**src/rtl/tsn_csr_initiator.sv**
```systemverilog
// Avalon-MM master issuing single CSR reads/writes for a command/response port,
// with a bounded bus phase so a missing or hung slave produces an error response.
module tsn_csr_initiator #(
    parameter int DATA_WIDTH     = 32,
    parameter int ADDR_WIDTH     = 16,
    parameter int TIMEOUT_CYCLES = 64
) (
    input  logic                  clk,
    input  logic                  rst,
    input  logic                  cmd_valid_i,
    output logic                  cmd_ready_o,
    input  logic                  cmd_write_i,
    input  logic [ADDR_WIDTH-1:0] cmd_addr_i,
    input  logic [DATA_WIDTH-1:0] cmd_wdata_i,
    output logic                  rsp_valid_o,
    output logic [DATA_WIDTH-1:0] rsp_rdata_o,
    output logic                  rsp_err_o,
    output logic [15:0]           timeout_cnt_o,
    output logic [ADDR_WIDTH-1:0] address_o,
    output logic                  write_o,
    output logic                  read_o,
    output logic [DATA_WIDTH-1:0] writedata_o,
    input  logic                  waitrequest_i,
    input  logic [DATA_WIDTH-1:0] readdata_i,
    input  logic                  readdatavalid_i
);
    localparam int CW = $clog2(TIMEOUT_CYCLES + 1);
    localparam logic [CW-1:0] CNT_LAST = CW'(TIMEOUT_CYCLES - 1);

    typedef enum logic [1:0] {IDLE, REQ, WAIT_RD, RSP} state_t;

    state_t                state, state_nxt;
    logic                  wr_q;
    logic [ADDR_WIDTH-1:0] addr_q;
    logic [DATA_WIDTH-1:0] wdata_q;
    logic [CW-1:0]         cnt_q;
    logic [DATA_WIDTH-1:0] rdata_q;
    logic                  err_q;
    logic [15:0]           tcnt_q;

    logic accepted, in_bus, done_wr, done_rd, timeout;

    // Completion in the last counted cycle wins over the timeout.
    always_comb begin
        accepted  = (state == REQ) && !waitrequest_i;
        in_bus    = (state == REQ) || (state == WAIT_RD);
        done_wr   = accepted && wr_q;
        done_rd   = (accepted && !wr_q && readdatavalid_i) ||
                    ((state == WAIT_RD) && readdatavalid_i);
        timeout   = in_bus && (cnt_q == CNT_LAST) && !done_wr && !done_rd;
        state_nxt = state;
        case (state)
            IDLE:    if (cmd_valid_i) state_nxt = REQ;
            REQ: begin
                if (done_wr || done_rd || timeout) state_nxt = RSP;
                else if (accepted)                 state_nxt = WAIT_RD;
            end
            WAIT_RD: if (done_rd || timeout) state_nxt = RSP;
            RSP:     state_nxt = IDLE;
            default: state_nxt = IDLE;
        endcase
    end

    always_ff @(posedge clk) begin
        if (rst) begin
            state   <= IDLE;
            wr_q    <= 1'b0;
            addr_q  <= '0;
            wdata_q <= '0;
            cnt_q   <= '0;
            rdata_q <= '0;
            err_q   <= 1'b0;
            tcnt_q  <= '0;
        end else begin
            state <= state_nxt;
            if ((state == IDLE) && cmd_valid_i) begin
                wr_q    <= cmd_write_i;
                addr_q  <= cmd_addr_i;
                wdata_q <= cmd_wdata_i;
                cnt_q   <= '0;
            end else if (in_bus) begin
                cnt_q <= cnt_q + CW'(1);
            end
            if (done_rd) begin
                rdata_q <= readdata_i;
                err_q   <= 1'b0;
            end else if (done_wr) begin
                rdata_q <= '0;
                err_q   <= 1'b0;
            end else if (timeout) begin
                rdata_q <= '0;
                err_q   <= 1'b1;
                if (tcnt_q != 16'hFFFF) tcnt_q <= tcnt_q + 16'd1;
            end
        end
    end

    // cmd_ready is gated by rst so it reads 0 for the whole reset window.
    assign cmd_ready_o   = (state == IDLE) && !rst;
    assign read_o        = (state == REQ) && !wr_q;
    assign write_o       = (state == REQ) && wr_q;
    assign address_o     = addr_q;
    assign writedata_o   = wdata_q;
    assign rsp_valid_o   = (state == RSP);
    assign rsp_rdata_o   = (state == RSP) ? rdata_q : '0;
    assign rsp_err_o     = (state == RSP) && err_q;
    assign timeout_cnt_o = tcnt_q;
endmodule

```
**config.mk**
```make
export PLATFORM = sky130hd
export DESIGN_NAME = tsn_csr_initiator
export DESIGN_NICKNAME = d
export VERILOG_FILES = /design/src/rtl/tsn_csr_initiator.sv
export SDC_FILE = /design/constraint.sdc
export NUM_CORES = 1
export LEC_CHECK = 0
export ABC_AREA = 1
export CORE_MARGIN = 3
export CORE_UTILIZATION = 47
export DETAILED_ROUTE_END_ITERATION = 12
export PLACE_DENSITY_LB_ADDON = 0.08
export SETUP_SLACK_MARGIN = 0.05
export SKIP_CTS_REPAIR_TIMING = 1
export SLEW_MARGIN = 20
export SYNTH_ARGS = -nofsm -noshare
export SYNTH_HDL_FRONTEND = slang
export SYNTH_SLANG_ARGS = --single-unit
```
**constraint.sdc**
```tcl
create_clock -name clk -period 2.6 [get_ports clk]
set_input_delay 0.52 -clock clk [delete_from_list [all_inputs] [get_ports clk]]
set_output_delay 0.52 -clock clk [all_outputs]
set_load 0.02 [all_outputs]
```
# Word-level counts from Yosys, hierarchy flattened
# Index checks and enable logic that the tools add are counted.
# totals
register_bits	107
# classes
n_addsub	2
n_eq_ne	8
n_mux	9
bitwise	2
n_reduce_logical	29
# op_table
op	count
2-to-1 mux 32 bit	4
adder 16 x 1 -> 16 bit (second input constant)	1
!= test 16 bit (second input constant)	1
logical AND 1 bit	13
2-to-1 mux 2 bit	4
case mux 2 bit (4 select lines)	1
adder 7 x 1 -> 7 bit (second input constant)	1
== test 7 x 6 -> 1 bit (second input constant)	1
zero test 1 bit	5
logical OR 1 bit	5
== test 2 bit (second input constant)	2
AND reduction 4 bit	1
!= test 3 x 2 -> 1 bit (second input constant)	1
AND reduction 3 bit	1
nonzero test 3 bit	1
OR reduction 3 bit	1
== test 2 x 1 -> 1 bit (second input constant)	1
zero test 2 bit	1
!= test 2 x 1 -> 1 bit (second input constant)	1
!= test 2 bit (second input constant)	1
NOT 1 bit	2
OR reduction 2 bit	1

# Depth between registers and ports, before layout
# logic_depth
ltp_word	10
ltp_mapped	12

# Worst setup path before layout
# Ideal clock, no wire load.
# synth_timing
path_type	register to output
start	register state[0]
end	output port rsp_rdata_o[10]
arrival_ps	1370
slack_ps	710
path_stages_with_launch	6
path_cell_list	dfxtp_1 > ha_1 > clkbuf_1 > clkbuf_1 > nand2_1 > inv_1
# synth_between
elab_chain_cells	2
# synth_lines
item	line	source
start: declaration	32	state_t state, state_nxt;
start signal: assignment	75	state <= state_nxt;
== test 2 bit	-	
via rsp_valid_o	15	output logic rsp_valid_o,
2-to-1 mux 32 bit	105	assign rsp_rdata_o = (state == RSP) ? rdata_q : '0;
end: declaration	16	output logic [DATA_WIDTH-1:0] rsp_rdata_o,
# The timed path passes the listed nets, and every way through them passes these cells.

# Final worst setup path
# layout_timing
start	register state[1]
end	output port rsp_rdata_o[26]
# layout_between
elab_chain_cells	2
# layout_lines
item	line
== test 2 bit	105
2-to-1 mux 32 bit	105
# No other way between the ends.

==> results.md <==
* RePlAce Congestion at 0.8408
* Cell Rows at 36
* CP Capture Type: output pin
* GRT overflow at 0
* Leak at 3.046 nW
* Worst-path maximum fanout at 34
* Antenna cells at 0
* Final Core Density at 70.88%
* Clk buf depth at 2
* Commonest non-fill, non-tap cell in the layout: clkdlybuf4s50_1
* DR pass1 iterations at 5
* Share of cells above drive strength 1 at 8.063%
* DRC viols at 0
* R2R setup slack at 0.41 ns
* FMAX at 405.7 MHz
* Port bufs at 186
* Final Power at 5.058 mW
* Crit path required time at 2.08 ns
* Antenna Nets Post-Route at 0
* 1st-iter DRT viols at 261
* Root buffer cell: clkbuf_8
* Io pins at 187
* Core Footprint at 9864 µm²
* Pin count of the biggest net entering global routing at 52
* Syn Nets at 752
* Reg2reg path depth at 10
* Setup ws final at 0.1352 ns
* Design area at 6992 µm²
* Setup violators final at 0
* DP HPWL at 9938 µm
* Worst hold endpoint: writedata_o[13]$_SDFFE_PP0P_
* FILL cells at 820
* Max transition margin at 59.91%
* Number of placed instances, taps included at 948
* Hold Vio Cnt, Final at 0
* Placed Area at 6744 µm²
* Nets@finish at 919
* Routed WL at 13590 µm
* CP arrival at 1.94 ns
* Worst min-delay path category: reg2reg
* Vias in the first global route at 4748
* HP Start: writedata_o[13]$_SDFFE_PP0P_
* Commonest non-fill, non-tap cells in the layout: clkdlybuf4s50_1 (169), nor2_1 (121), dfxtp_1 (106), nand2_1 (82), inv_1 (58)
* Clk sink count at 107
* Setup WS pre-CTS at 0.3367 ns
* Vias per cell at 5.170
* Status: complete, no violations
* Maximum vdd drop at 0.5253 mV
* Synth warn at 0
* Die Y at 107.2 µm
* Top area cells in the synthesized netlist: dfxtp_1 (45%), nor2_1 (9.4%), nand2_1 (6.4%), o21ai_0 (5.5%), nand3_1 (4.9%)
* Slew Viols, Final at 0
* Slew at the pin closest to its max-slew limit at 0.6013 ns
* Die W at 107.2 µm
* Latest clock arrival within the worst-skew pair at 0.37 ns
* Worst Setup Start Kind: flop
* Clock transition at path regs at 0.11 ns
* Max-capacitance violation count at 0
* Flops & latches, synth at 107
* Synthesized area per cell at 7.304 µm²
* Seq/Total Area, Yosys at 44.50%
* First-pass GRT wire length at 22110 µm
* Post-Layout Cell Count at 964
* Routed wire per std cell at 14.10 µm
* Die ar. at 11490 µm²
* Synthesized area at 4813 µm²
* Initial antenna violation count at 1
* Area share of the leading cell type in the synthesized netlist at 44.50%
* Via count at 4984
* Hold Path Depth at 2
* RSZ-0062 raised after global routing: yes
* CTS Buf Count at 9
* Setup Skew at 0.01433 ns
* Period Utilization, post-route at 94.80%
* Min cycle time layout at 2.465 ns
* CP Class: reg2out
* GRT Util Overall at 23.73%
* Synth cell types at 33
* Area Growth Syn to Fin at 45.26%
* Syn Inst Count at 659
* Critical Path Source: state[1]$_SDFFE_PP0P_
* H-tree depth at 3
* Cell taking the most area after synthesis: dfxtp_1
* Reg2reg start: state[1]$_SDFFE_PP0P_
* CTS tree: done
* Power density of the placed cells at 723.4 nW/µm²
* Worst r2r dst: timeout_cnt_o[15]$_SDFFE_PP0P_
* Initial Utilization at 48.80%
final cells by class:
cell class,instances,area [µm²],area share [%]
timing repair buffer,201,2022,28.92
tap,133,166.4,2.380
inverter,60,227.7,3.257
multi-input combinational,447,2241,32.05
sequential,107,2143,30.66
clock inverter,6,53.80,0.7695
clock buffer,10,137.6,1.969
cell families after synthesis:
| logic type | Yosys count | share of synthesized area (%) |
|---|---|---|
| compound gates | 112 | 12.79 |
| xor+xnor | 13 | 2.365 |
| fa+ha+maj | 7 | 1.820 |
| buf+inv | 105 | 8.994 |
| flops | 107 | 44.50 |
| simple gates | 315 | 29.53 |
through the flow:
stage,TNS [ns],hold WS (ns)
5_1_grt,0,0.5020
4_1_cts,-0.05037,0.4936
3_3_place_gp,0,0.4592
6_report,0,0.4890
3_5_place_dp,0,0.4722
2_1_floorplan,0,0.4499
critical path, stage by stage, from the launching register on:
cell and delay (ns):
dfxtp_1 0.42, ha_1 0.22, buf_12 0.19, nand2_1 0.08
inv_1 0.06, clkdlybuf4s50_1 0.59
worst max-delay path by stage:
| stage | endpoint |
|---|---|
| floorplan | rsp_rdata_o[10] |
| detailed placement | rdata_q[20]$_SDFFE_PP0N_ |
| finish | rsp_rdata_o[26] |
| global placement | state[0]$_SDFFE_PP0P_ |
| global route | rsp_rdata_o[8] |
| CTS | rsp_err_o |
synthesized netlist by cell type (all sizes together):
cell and count:
nand4 35, a21oi 56, o21bai 1, inv 60, nand3b 1, dfxtp 107, nor2 123, nand2 96
a31oi 1, nor3b 1, xnor2 5, o21ai 53, o211ai 1, nand3 50, xor2 8, ha 7
nor3 9, buf 14, clkbuf 31
power breakdown:
group          switching, mW  internal (mW)  total [mW]  leakage (nW)
Sequential             0.178           1.96        2.14         0.876
Clock                  0.593          0.394       0.986        0.0958
Combinational           1.09          0.843        1.93          2.07
Total                   1.86           3.20        5.06          3.05
state kept, by name, summed over array words and instances (netlist names):
register and flops:
timeout_cnt_o 16, rdata_q 32, address_o 16, err_q 1, writedata_o 32, wr_q 1, state 2, cnt_q 7
routing by layer:
metal | GRT usage, % | vias up | share of wire [%]
li1 | - | 2471 | -
met1 | 27.29 | 2295 | 40
met2 | 39.77 | 190 | 48
met3 | 8.128 | 26 | 9.0
met4 | 10.59 | 2 | 2.8
met5 | 0 | - | 0.096
Note: power is estimated with default switching activity, not from simulation.
==> variant (same flow settings) <==
Change the parameter `ADDR_WIDTH` from 16 to 14.
--- a/src/rtl/tsn_csr_initiator.sv
+++ b/src/rtl/tsn_csr_initiator.sv
@@ -2,7 +2,7 @@
 // with a bounded bus phase so a missing or hung slave produces an error response.
 module tsn_csr_initiator #(
     parameter int DATA_WIDTH     = 32,
-    parameter int ADDR_WIDTH     = 16,
+    parameter int ADDR_WIDTH     = 14,
     parameter int TIMEOUT_CYCLES = 64
 ) (
     input  logic                  clk,
Ports: changed (resized address_o and cmd_addr_i); port bits go from 187 to 183. The function was not compared with the original's and may differ.
==> variant against the unedited design <==
Area after synthesis decreased by 1.6%. Wire length down 3.2%. Hold slack worse by 0.0028 ns. Setup slack worse by 0.037 ns. Combinational power fell by 3%. Non-clock buffer count fell by 5. Design area is 1.7% lower. Total power fell by 0.98%. Fmax fell by 1.5%. Sequential cell count decreased by 2. Critical path type unchanged. Largest cell class unchanged. Largest power group unchanged.
==> variant: results (changes against the unedited design) <==
| Metric | Value |
|---|---|
| CP max FO | 34 (unchanged) |
| Clk buf depth | 2 (unchanged) |
| Arrival time at the worst endpoint | 1.98 ns (+0.04 ns) |
| Reg2Reg Launch Point | state[0] |
| Layout cells sized above 1 | 7.71% (-0.35 points) |
| Placed cell areas | 0.00664 sq mm (-1.6%) |
| Status | finished, final reports clean |
| Cells after DPL | 935 (-1.4%) |
| Psw | 1.80 mW (-3.3%) |
| Skew-Pair Late Insertion Delay | ~0.36 ns |
| Hold crit path type | reg2reg |
| Main area contributors after synthesis | dfxtp_1, nor2_1, nand2_1, a21oi_1, nand3_1 |
| H-Tree Depth | 3 (unchanged) |
| Hold_sp | cnt_q[6] |
| Initial DRC Count | 212 (-19%) |
| Min-Delay Endpoint | cnt_q[6] |
| Inserted Diodes | 0 (unchanged) |
| Number of antenna violations at the first check in global routing | 0 (-1) |
| # fillers | 826 (+0.73%) |
| Synth Net Count | 741 (-1.5%) |
| Placer Congestion | 0.846 (+0.56%) |
| Worst r2r dst | timeout_cnt_o[0] |
| Pre-antenna DRT Iters | 4 (-1) |
| Synthesized area | 0.00473 sq mm (-1.6%) |
| Post-detail-place hpwl | 9570 um (-3.7%) |
| Hold Vio Cnt, Final | 0 (unchanged) |
| Clock Skew | 0.0124 ns (-0.00193 ns) |
| Largest net degree at the start of global routing | 51 (-1.9%) |
| Least-Margin Pin Slew | 0.677 ns (+0.0757 ns) |
| Final cell count without fillers | 950 (-1.5%) |
| WL/cell | 13.8 um (-1.8%) |
| Post-Syn Instances | 650 (-1.4%) |
| GRT Total Usage | 23.3% (-0.41 points) |
| Commonest cells in the netlist | nor2_1, dfxtp_1, nand2_1 |
| Worst-case vdd ir drop | 0.479 mV (-8.8%) |
| Sequential element share of the synthesized area | 44.4% (-0.10 points) |
| Synth Warn # | 0 (unchanged) |
| Via density | 5.12 (-0.97%) |
| Number of global-route vias before repair | 4715 (-0.70%) |
| Ys async rst share | 0% (unchanged) |
| Root buffer cell | clkbuf_8 |
| Reg clk slew, reported paths | 0.10 ns |
| Pleak | 2.92 nW (-4.0%) |
| Worst Hold Depth | 2 (unchanged) |
| R2R cell count | 11 (+1) |
| Port bufs | 182 (-2.2%) |
| First-pass GRT wire length | 22000 um (-0.53%) |
| Distinct cells, synth | 33 (unchanged) |
| Pre-CTS setup slack | 0.282 ns (-0.0544 ns) |
| # nets final | 904 (-1.6%) |
| R2R Setup Slk | 0.28 ns (-0.13 ns) |
| Total CTS buffers | 9 (unchanged) |
==> variant: changes by cell type in the layout (fill, tap and decap cells not counted), sizes merged, moves of 2 or more <==
cell,unedited run,this run
nor2,123,121
nand3,50,48
xor2,8,12
clkdlybuf4s50,169,171
o21ai,53,51
dfxtp,107,105
dlymetal6s2s,16,10
xnor2,5,1
==> variant: kinds of logic (layout without fill, tap and decap cells) <==
| logic type | Yosys count | after routing | share of synthesized area (%) |
|---|---|---|---|
| AND/OR/NAND/NOR | 311 | 311 | 29.8 |
| AO/OA/AOI/OAI | 109 | 109 | 12.8 |
| flip-flops | 105 | 105 | 44.4 |
| buffers and inverters | 105 | 272 | 8.80 |
| XOR/XNOR | 13 | 13 | 2.40 |
| adder cells (fa/ha/maj) | 7 | 7 | 1.85 |
==> variant: final cells by class <==
cell class / count / share of cell area (%)
Multi-Input combinational cell: 440 / 32.3
Sequential cell: 105 / 30.6
Timing Repair Buffer: 196 / 28.4
Inverter: 61 / 3.33
Tap cell: 133 / 2.42
Clock buffer: 10 / 2.00
Clock inverter: 5 / 0.929
==> variant: how the worst max path moves through the flow <==
stage,start,slack (ns),cells past startpoint,to
2_1_floorplan,state[0],0.71,5,rsp_rdata_o[10]
3_3_place_gp,waitrequest_i,0.35,10,timeout_cnt_o[0]
3_5_place_dp,waitrequest_i,0.28,10,timeout_cnt_o[0]
4_1_cts,state[0],-0.01,5,rsp_rdata_o[8]
5_1_grt,state[0],0.02,5,rsp_rdata_o[29]
6_report,state[0],0.1,5,rsp_rdata_o[29]
==> variant: critical path: stages, from the launching register on <==
cell and delay [ns]:
dfxtp_1 0.43, ha_1 0.21, buf_8 0.22, nand2_1 0.09
inv_1 0.07, clkdlybuf4s50_1 0.60
==> variant: metal layers <==
metal  global-route usage, %  part of all wire (%)  vias up
li1                        -                     -     2435
met1                    28.4                    41     2247
met2                    40.2                    50      169
met3                    6.50                   8.2       13
met4                    6.66                   1.2        0
met5                       0                     0        -
==> variant: power by group through the flow <==
| stage | Combinational [mW] | Clock [mW] | Sequential (mW) |
|---|---|---|---|
| 6_report | 1.87 | 1.04 | 2.10 |
| 5_1_grt | 2.05 | 1.13 | 2.14 |
| 4_1_cts | 1.88 | 1.06 | 2.10 |
| 3_5_place_dp | 1.87 | 0 | 2.13 |
| 3_3_place_gp | 1.83 | 0 | 2.11 |
| 2_1_floorplan | 0.804 | 0 | 2.37 |
==> variant: stage by stage <==
stage	hold slack, ns	TNS [ns]	utilization (%)
final	0.486	0	70.3
after global routing	0.506	0	70.3
after detailed placement	0.473	0	67.9
after floorplan	0.450	0	-
after global placement	0.461	0	67.9
after CTS	0.488	-0.0105	69.9
